==> src/rtl/pixel_readout_pkg.sv <==
// Shared types for the pixel array readout sequencer.
// Holds the FSM state encoding and the pixel index width helper.
package pixel_readout_pkg;

    typedef enum logic [2:0] {
        S_IDLE,
        S_ERASE,
        S_EXPOSE,
        S_CONVERT,
        S_GAP,
        S_SETTLE,
        S_CAPTURE,
        S_OUT
    } state_t;

    function automatic int idx_width(input int n);
        return (n <= 1) ? 1 : $clog2(n);
    endfunction

endpackage

==> src/rtl/pixel_array_readout.sv <==
// Readout sequencer for an N-pixel array on one shared DATA bus.
// Ports: clk/reset, start/continuous/exposure control, erase/expose/
// convert strobes, counter bus drive, one-hot read select, data_i,
// valid/ready sample stream (data, idx, last), busy and frame_done.
import pixel_readout_pkg::*;

module pixel_array_readout #(
    parameter int NUM_PIXELS   = 4,
    parameter int DATA_W       = 8,
    parameter int ERASE_CYCLES = 5,
    parameter int EXP_W        = 16,
    parameter int IDX_W        = idx_width(NUM_PIXELS)
) (
    input  logic                  clk,
    input  logic                  reset,
    input  logic                  start_i,
    input  logic                  continuous_i,
    input  logic [EXP_W-1:0]      expose_cycles_i,
    output logic                  erase_o,
    output logic                  expose_o,
    output logic                  convert_o,
    output logic [DATA_W-1:0]     cnt_o,
    output logic                  cnt_oe_o,
    output logic [NUM_PIXELS-1:0] read_o,
    input  logic [DATA_W-1:0]     data_i,
    output logic                  px_valid_o,
    input  logic                  px_ready_i,
    output logic [DATA_W-1:0]     px_data_o,
    output logic [IDX_W-1:0]      px_idx_o,
    output logic                  px_last_o,
    output logic                  busy_o,
    output logic                  frame_done_o
);

    // One counter serves erase/expose (down) and conversion (up).
    localparam int EW  = $clog2(ERASE_CYCLES + 1);
    localparam int CW0 = (EXP_W > DATA_W) ? EXP_W : DATA_W;
    localparam int CW  = (CW0 > EW) ? CW0 : EW;

    localparam logic [CW-1:0]         ONE     = 1;
    localparam logic [CW-1:0]         ERASE_N = CW'(ERASE_CYCLES - 1);
    localparam logic [DATA_W-1:0]     CNT_MAX = '1;
    localparam logic [IDX_W-1:0]      LAST_K  = IDX_W'(NUM_PIXELS - 1);
    localparam logic [IDX_W-1:0]      K_ONE   = 1;
    localparam logic [NUM_PIXELS-1:0] SEL0    = 1;
    localparam logic [EXP_W-1:0]      EXP_ONE = 1;

    state_t            state, nxt;
    logic [CW-1:0]     cnt, cnt_nxt;
    logic [IDX_W-1:0]  k, k_nxt;
    logic [EXP_W-1:0]  exp_len, exp_nxt;
    logic              done_nxt;
    logic [EXP_W-1:0]  exp_in;

    // A zero exposure request still exposes for one cycle.
    assign exp_in = (expose_cycles_i == '0) ? EXP_ONE : expose_cycles_i;

    always_comb begin
        nxt      = state;
        cnt_nxt  = cnt;
        k_nxt    = k;
        exp_nxt  = exp_len;
        done_nxt = 1'b0;
        unique case (state)
            S_IDLE: begin
                if (start_i) begin
                    nxt     = S_ERASE;
                    cnt_nxt = ERASE_N;
                    exp_nxt = exp_in;
                end
            end
            S_ERASE: begin
                if (cnt == '0) begin
                    nxt     = S_EXPOSE;
                    cnt_nxt = CW'(exp_len) - ONE;
                end else begin
                    cnt_nxt = cnt - ONE;
                end
            end
            S_EXPOSE: begin
                if (cnt == '0) begin
                    nxt     = S_CONVERT;
                    cnt_nxt = '0;
                end else begin
                    cnt_nxt = cnt - ONE;
                end
            end
            S_CONVERT: begin
                if (cnt[DATA_W-1:0] == CNT_MAX) begin
                    nxt     = S_GAP;
                    cnt_nxt = '0;
                end else begin
                    cnt_nxt = cnt + ONE;
                end
            end
            S_GAP: begin
                nxt   = S_SETTLE;
                k_nxt = '0;
            end
            S_SETTLE:  nxt = S_CAPTURE;
            S_CAPTURE: nxt = S_OUT;
            S_OUT: begin
                if (px_ready_i) begin
                    if (k == LAST_K) begin
                        done_nxt = 1'b1;
                        if (continuous_i) begin
                            nxt     = S_ERASE;
                            cnt_nxt = ERASE_N;
                            exp_nxt = exp_in;
                        end else begin
                            nxt = S_IDLE;
                        end
                    end else begin
                        k_nxt = k + K_ONE;
                        nxt   = S_SETTLE;
                    end
                end
            end
            default: nxt = S_IDLE;
        endcase
    end

    // Outputs are registered from the next-state decode so every
    // strobe lines up with the state it belongs to.
    always_ff @(posedge clk) begin
        if (!reset) begin
            state        <= S_IDLE;
            cnt          <= '0;
            k            <= '0;
            exp_len      <= '0;
            erase_o      <= 1'b0;
            expose_o     <= 1'b0;
            convert_o    <= 1'b0;
            cnt_o        <= '0;
            cnt_oe_o     <= 1'b0;
            read_o       <= '0;
            px_valid_o   <= 1'b0;
            px_data_o    <= '0;
            px_idx_o     <= '0;
            px_last_o    <= 1'b0;
            busy_o       <= 1'b0;
            frame_done_o <= 1'b0;
        end else begin
            state        <= nxt;
            cnt          <= cnt_nxt;
            k            <= k_nxt;
            exp_len      <= exp_nxt;
            erase_o      <= (nxt == S_ERASE);
            expose_o     <= (nxt == S_EXPOSE);
            convert_o    <= (nxt == S_CONVERT);
            cnt_oe_o     <= (nxt == S_CONVERT);
            cnt_o        <= (nxt == S_CONVERT) ? cnt_nxt[DATA_W-1:0] : '0;
            read_o       <= (nxt == S_SETTLE || nxt == S_CAPTURE) ?
                            (SEL0 << k_nxt) : '0;
            px_valid_o   <= (nxt == S_OUT);
            busy_o       <= (nxt != S_IDLE);
            frame_done_o <= done_nxt;
            if (state == S_CAPTURE) begin
                px_data_o <= data_i;
                px_idx_o  <= k;
                px_last_o <= (k == LAST_K);
            end
        end
    end

endmodule

==> config.mk <==
export PLATFORM = sky130hd
export DESIGN_NAME = pixel_array_readout
export DESIGN_NICKNAME = d
export VERILOG_FILES = /design/src/rtl/pixel_readout_pkg.sv /design/src/rtl/pixel_array_readout.sv
export SDC_FILE = /design/constraint.sdc
export NUM_CORES = 1
export LEC_CHECK = 0
export ABC_AREA = 1
export CELL_PAD_IN_SITES_DETAIL_PLACEMENT = 0
export CELL_PAD_IN_SITES_GLOBAL_PLACEMENT = 1
export CORE_UTILIZATION = 38
export CTS_BUF_LIST = sky130_fd_sc_hd__clkbuf_8 sky130_fd_sc_hd__clkbuf_16
export CTS_CLUSTER_DIAMETER = 40
export DETAILED_ROUTE_END_ITERATION = 6
export GPL_TIMING_DRIVEN = 1
export PLACE_DENSITY_LB_ADDON = 0.08
export SYNTH_ARGS = -nofsm -noshare
export SYNTH_HDL_FRONTEND = slang
export SYNTH_SLANG_ARGS = --single-unit
==> constraint.sdc <==
create_clock -name clk -period 2.2 [get_ports clk]
set_input_delay 0.33 -clock clk [delete_from_list [all_inputs] [get_ports clk]]
set_output_delay 0.33 -clock clk [all_outputs]
set_load 0.05 [all_outputs]
==> results_dict.tcl, run 1 <==
set metrics [dict create \
    cts_buffers 9 \
    grt_use_met2 0.342 \
    synthCells 577 \
    cts_tree "yes" \
    drc 0 \
    synth-seq-cells 66 \
    pre_cts_ws_ns 0.212 \
    worstMarginPinSlew_ns 0.524 \
    cp-start-kind "flop" \
    avgSynthCellArea_um2 6.71 \
    cts_resized 0 \
    place_area_um2 4600 \
    synth_area_um2 3870 \
    track_usage 0.216 \
    synth-seq-area-share 0.341 \
    fmax_mhz 510 \
    antennaDiodeCount 0 \
    status "finished, final reports clean" \
    p_leak_nw 2.04 \
    period_share 0.892 \
    path_clk_slew_ns 0.08 \
    yosys-top-cells-area "dfxtp_1 (34%), nor2_1 (9.8%), nand2_1 (9.4%)" \
    via_count 3858 \
    cts_setup_buffers 0 \
    drv_slew 0 \
    r2r_slack_ns 0.24 \
    final_layout_size_suffix_gt1_frac 0.121 \
    clockBufferDepth 2 \
    ys_warn_count 0 \
    worstSkewPairLatency_ns 0.36 \
    critPathKind "flop to flop" \
    ys_types 37 \
    ant_nets 0 \
    synth_enable_flop_cells 0 \
    synthToLayoutAreaGrowth_pct 24.8 \
    slew_headroom 0.650 \
    finalHoldViolations 0 \
    drt-vias-per-instance 4.97 \
    cts_hold_buf 0 \
    busiest_layer "met2" \
    period_needed_ns 1.96 \
    vdd_drop_max_mv 0.487 \
    setup_violations 0 \
    path_buf_inv 2 \
    wire_per_inst_um 13.6 \
    cap_violations 0 \
    cp-end-kind "flop" \
    io_buffers 58 \
    nNetsFinal 671 \
    synth_top_area_frac 0.341 \
    path_max_fanout 8 \
    antenna_found_initial 0 \
    boundaryPins 59 \
    place_hpwl_um 8210 \
    die_y_um 103 \
    final_cell_area_um2 4830 \
    worst_slack_ns 0.237 \
    grt_overflow 0 \
    crit_chain "inv_1, ha_1, nand2_2, nor2_1, nand3_2, inv_2, nor2_8, nand3_1, nand2_1, nand3_1, nor2_1" \
    synth_top_cell_by_area "dfxtp_1" \
    synth-main-ff-cell "dfxtp_1" \
    drt-initial-drc-count 158 \
    synth_nets 609 \
    die_w_um 103 \
    gp_congestion 0.875 \
    die_area_um2 10600 \
    crit_arrival_ns 2.25 \
    start_util 0.394 \
    skew_ns 0.0126 \
    power.total_mw 6.50 \
    cts-root-buf "clkbuf_8" \
    htree_levels 3 \
    use_met1 0.296 \
    grt_max_degree 27 \
    grt_pass1_wl_um 17300 \
    slowest_delay_ns 0.42 \
    async_flop_share 0 \
    dr.pass1.iters 4 \
    rows 36 \
    wirelength_um 10600 \
    cpMaxStageDelayCell "dfxtp_1" \
    cp_top_family "simple AND/OR/NAND/NOR gates" \
    clkSinkCount 66 \
    coreArea_um2 9820 \
    first_global_vias 3533 \
    cp.required_ns 2.49 \
    fin_tns_setup_ns 0 \
    power_density_nw_per_um2 1350 \
    hold_class "flop to flop" \
    grt_use_met3 0.0400 \
    fillers 1058 \
    grt_setup_unrepaired "no" \
]
-- kinds of logic after synthesis --
group | count (synthesis) | synth area share
xor+xnor | 11 | 0.0249
fa+ha+maj | 3 | 0.00970
compound gates | 108 | 0.152
buf+inv | 92 | 0.103
flops | 66 | 0.341
simple gates | 297 | 0.369
-- layer usage --
layer  vias up  share of wire
li1       2007              -
met1      1741           0.48
met3        14          0.052
met2        96           0.45
met5         -              0
met4         0          0.014
-- layout make-up --
type / instances / area [µm²] / area share
clock buffers: 10 / 138 / 0.0285
clock inverters: 6 / 87.6 / 0.0181
inverters: 71 / 269 / 0.0557
multi-input cells: 419 / 2150 / 0.445
flip-flops and latches: 66 / 1320 / 0.274
well taps: 133 / 166 / 0.0344
repair buffers: 72 / 698 / 0.145
-- worst paths after layout --
kind	cells past startpoint	start	endpoint
worst max-delay path	11	cnt[0]	read_o[1]
worst min-delay path	2	px_idx_o[0]	px_idx_o[0]
worst max register to register	11	cnt[0]	read_o[1]
worst min register to register	2	px_idx_o[0]	px_idx_o[0]
-- cells in the mapped netlist (7+ instances only) --
master,count
nor2_1,101
xor2_1,8
nand2_1,97
a31oi_1,7
inv_2,10
nor2_2,8
nand4_1,7
nand2_2,8
a21oi_1,34
nand3_1,43
o21ai_0,42
inv_1,60
o21ai_1,11
dfxtp_1,66
-- sequential cells by signal (all words and copies together), names as in the netlist, 2 cells and up --
name	cells
cnt	16
cnt_o	8
exp_len	16
k	2
px_data_o	8
px_idx_o	2
read_o	4
state	3
-- metrics by stage --
| stage | utilization | cells | hold WS (ns) |
|---|---|---|---|
| final | 0.492 | 777 | 0.470 |
| after global routing | 0.492 | 777 | 0.490 |
| after CTS | 0.492 | 777 | 0.477 |
| after detailed placement | 0.469 | 761 | 0.456 |
| after global placement | 0.469 | 761 | 0.449 |
| after floorplan | - | 577 | 0.445 |
-- cell usage in the layout, fill, tap and decap left out, types with 2 or more instances in the layout --
master           instances
clkinv_2                 2
nand3_1                 43
nor4_1                   6
ha_1                     3
nor2_8                   2
inv_2                   10
clkbuf_8                10
nand2_4                  2
nand4_1                  7
buf_4                   13
nand2_2                  9
nor2_2                   8
o21ai_1                 11
nor2_1                 101
xnor2_1                  3
xor2_1                   8
a31oi_1                  7
clkdlybuf4s50_1         58
nand3_2                  3
nor2_4                   6
nand3_4                  2
o211ai_1                 4
a21oi_1                 34
o22ai_1                  5
o31ai_1                  3
inv_1                   60
nand3b_1                 4
nand2_1                 96
o21ai_0                 42
bufinv_16                2
dfxtp_1                 66
nor3_1                   5
-- worst min-delay path, delay by kind of cell, from the launching register on --
kind / cells / cell delay [ns]
AO/OA/AOI/OAI: 1 / 0.05
flip-flops: 1 / 0.32
AND/OR/NAND/NOR: 1 / 0.06
-- power breakdown --
group	switching, mW	internal, mW	total [mW]
Combinational	2.27	1.20	3.47
Clock	0.515	0.671	1.19
Sequential	0.371	1.48	1.85
No activity file was read; power rests on OpenSTA's default activity.
==> run 2: changes to the inputs <==
Settings changed: CORE_UTILIZATION 38 to 40, DONT_BUFFER_PORTS set to 1.
==> results_dict.tcl, run 2 (same netlist as run 1, synthesis figures left out) <==
set metrics [dict create \
    status "finished, final reports clean" \
    period_needed_ns 1.88 \
    boundaryPins 59 \
    drv_slew 0 \
    p_leak_nw 1.80 \
    cp.required_ns 2.49 \
    setup_violations 0 \
    power_density_nw_per_um2 1510 \
    slew_headroom 0.629 \
    pre_cts_ws_ns 0.216 \
    via_count 3620 \
    cp_top_family "simple AND/OR/NAND/NOR gates" \
    start_util 0.415 \
    die_w_um 100 \
    hold_slack_ns 0.0894 \
    grt_setup_unrepaired "no" \
    vdd_drop_max_mv 0.653 \
    critPathKind "flop to flop" \
    skew_ns 0.0113 \
    clockBufferDepth 2 \
    cap_violations 0 \
    hold_class "input port to flop" \
    cp-end-kind "flop" \
    final_common_cell "nor2_1" \
    coreArea_um2 9330 \
    worstSkewPairLatency_ns 0.35 \
    period_share 0.857 \
    finalHoldViolations 0 \
    cts_tree "yes" \
    clkSinkCount 66 \
    post-route-util 0.449 \
    grt_pass1_wl_um 16800 \
    path_max_fanout 8 \
    drc 0 \
    track_usage 0.219 \
    slowest_delay_ns 0.41 \
    cts_hold_buf 0 \
    worstMarginPinSlew_ns 0.556 \
    fin_tns_setup_ns 0 \
    drt-vias-per-instance 5.11 \
    antenna_found_initial 0 \
    path_buf_inv 2 \
    cts_setup_buffers 0 \
    worst_slack_ns 0.315 \
    place_hpwl_um 7690 \
    fmax_mhz 531 \
    wirelength_um 10200 \
    cp-start-kind "flop" \
    first_global_vias 3270 \
    htree_levels 3 \
    dr.pass1.iters 5 \
    die_y_um 100 \
    path_clk_slew_ns 0.08 \
    wire_per_inst_um 14.4 \
    gp_congestion 0.848 \
    ant_nets 0 \
    reg.largest.list "cnt: 16 flops, exp_len: 16 flops" \
    synthToLayoutAreaGrowth_pct 8.28 \
    grt_overflow 0 \
    crit_arrival_ns 2.18 \
    io_buffers 0 \
    final_layout_size_suffix_gt1_frac 0.126 \
    crit_chain "inv_1, ha_1, nand2_2, nor2_1, nand3_2, inv_2, nor2_8, nand3_1, nand2_1, nand3_1, nor2_1" \
    power.total_mw 6.32 \
    grt_max_degree 30 \
    final_cell_mix "nor2_1 (101), nand2_1 (96), dfxtp_1 (65), inv_1 (60), nand3_1 (43)" \
    nNetsFinal 607 \
    die_area_um2 10100 \
    cpMaxStageDelayCell "dfxtp_1" \
    rows 35 \
    antennaDiodeCount 0 \
    drt-initial-drc-count 151 \
    cts_buffers 9 \
    cts-root-buf "clkbuf_8" \
]
-- run 2: cell count changes in the layout (fill, tap and decap cells not counted), sizes merged --
cell and delta:
clkbuf -1, clkdlybuf4s50 -58, buf -6, inv +1
-- run 2: layout make-up --
cell class | instances | area [µm²]
multi-input combinational | 419 | 2150
fill | 999 | 5140
clock buffer | 9 | 124
clock inverter | 7 | 100
inverter | 71 | 272
sequential | 66 | 1320
timing repair buffer | 8 | 60.1
tap | 129 | 161
-- run 2: repair_timing --
| action | CTS | global route |
|---|---|---|
| hold endpoints to repair | 0 | 0 |
| gates resized for setup | 0 | 4 |
| endpoints found under the setup margin | 0 | 4 |
-- run 2: layer usage --
| metal | share of wire | GRT usage | vias to the layer above |
|---|---|---|---|
| li1 | - | - | 1874 |
| met4 | 0.017 | 0.0870 | 0 |
| met5 | 0 | 0 | - |
| met1 | 0.49 | 0.303 | 1635 |
| met3 | 0.051 | 0.0425 | 10 |
| met2 | 0.44 | 0.332 | 101 |
-- run 2: path summary, 6_finish.rpt --
path,from,to,slack [ns],cells after the start
max,cnt[0],read_o[1],0.32,11
min,reset,cnt[12],0.09,2
max reg2reg,cnt[0],read_o[1],0.32,11
min reg2reg,exp_len[15],exp_len[15],0.48,2
-- run 2: worst reg2reg max path, stage by stage, from the launching register on --
cell,delay [ns]
dfxtp_1,0.41
inv_1,0.11
ha_1,0.24
nand2_2,0.14
nor2_1,0.07
nand3_2,0.20
inv_2,0.10
nor2_8,0.16
nand3_1,0.12
nand2_1,0.10
nand3_1,0.10
nor2_1,0.10
-- run 2: through the flow --
step	std cells	area, µm²
global route	709	4190
floorplan	577	3870
global placement	693	3960
detailed placement	693	3960
CTS	709	4180
finish	709	4190
-- run 2: power breakdown --
part | internal (mW) | switching [mW]
Combinational | 1.05 | 2.16
Clock | 0.648 | 0.532
Sequential | 1.48 | 0.449
Total | 3.18 | 3.14
==> run 3: changes to the inputs <==
Settings changed: ABC_CLOCK_PERIOD_IN_PS set to 2200.
==> results of run 3 <==
No change in the layout: final DEF, timing and power equal those of run 2.
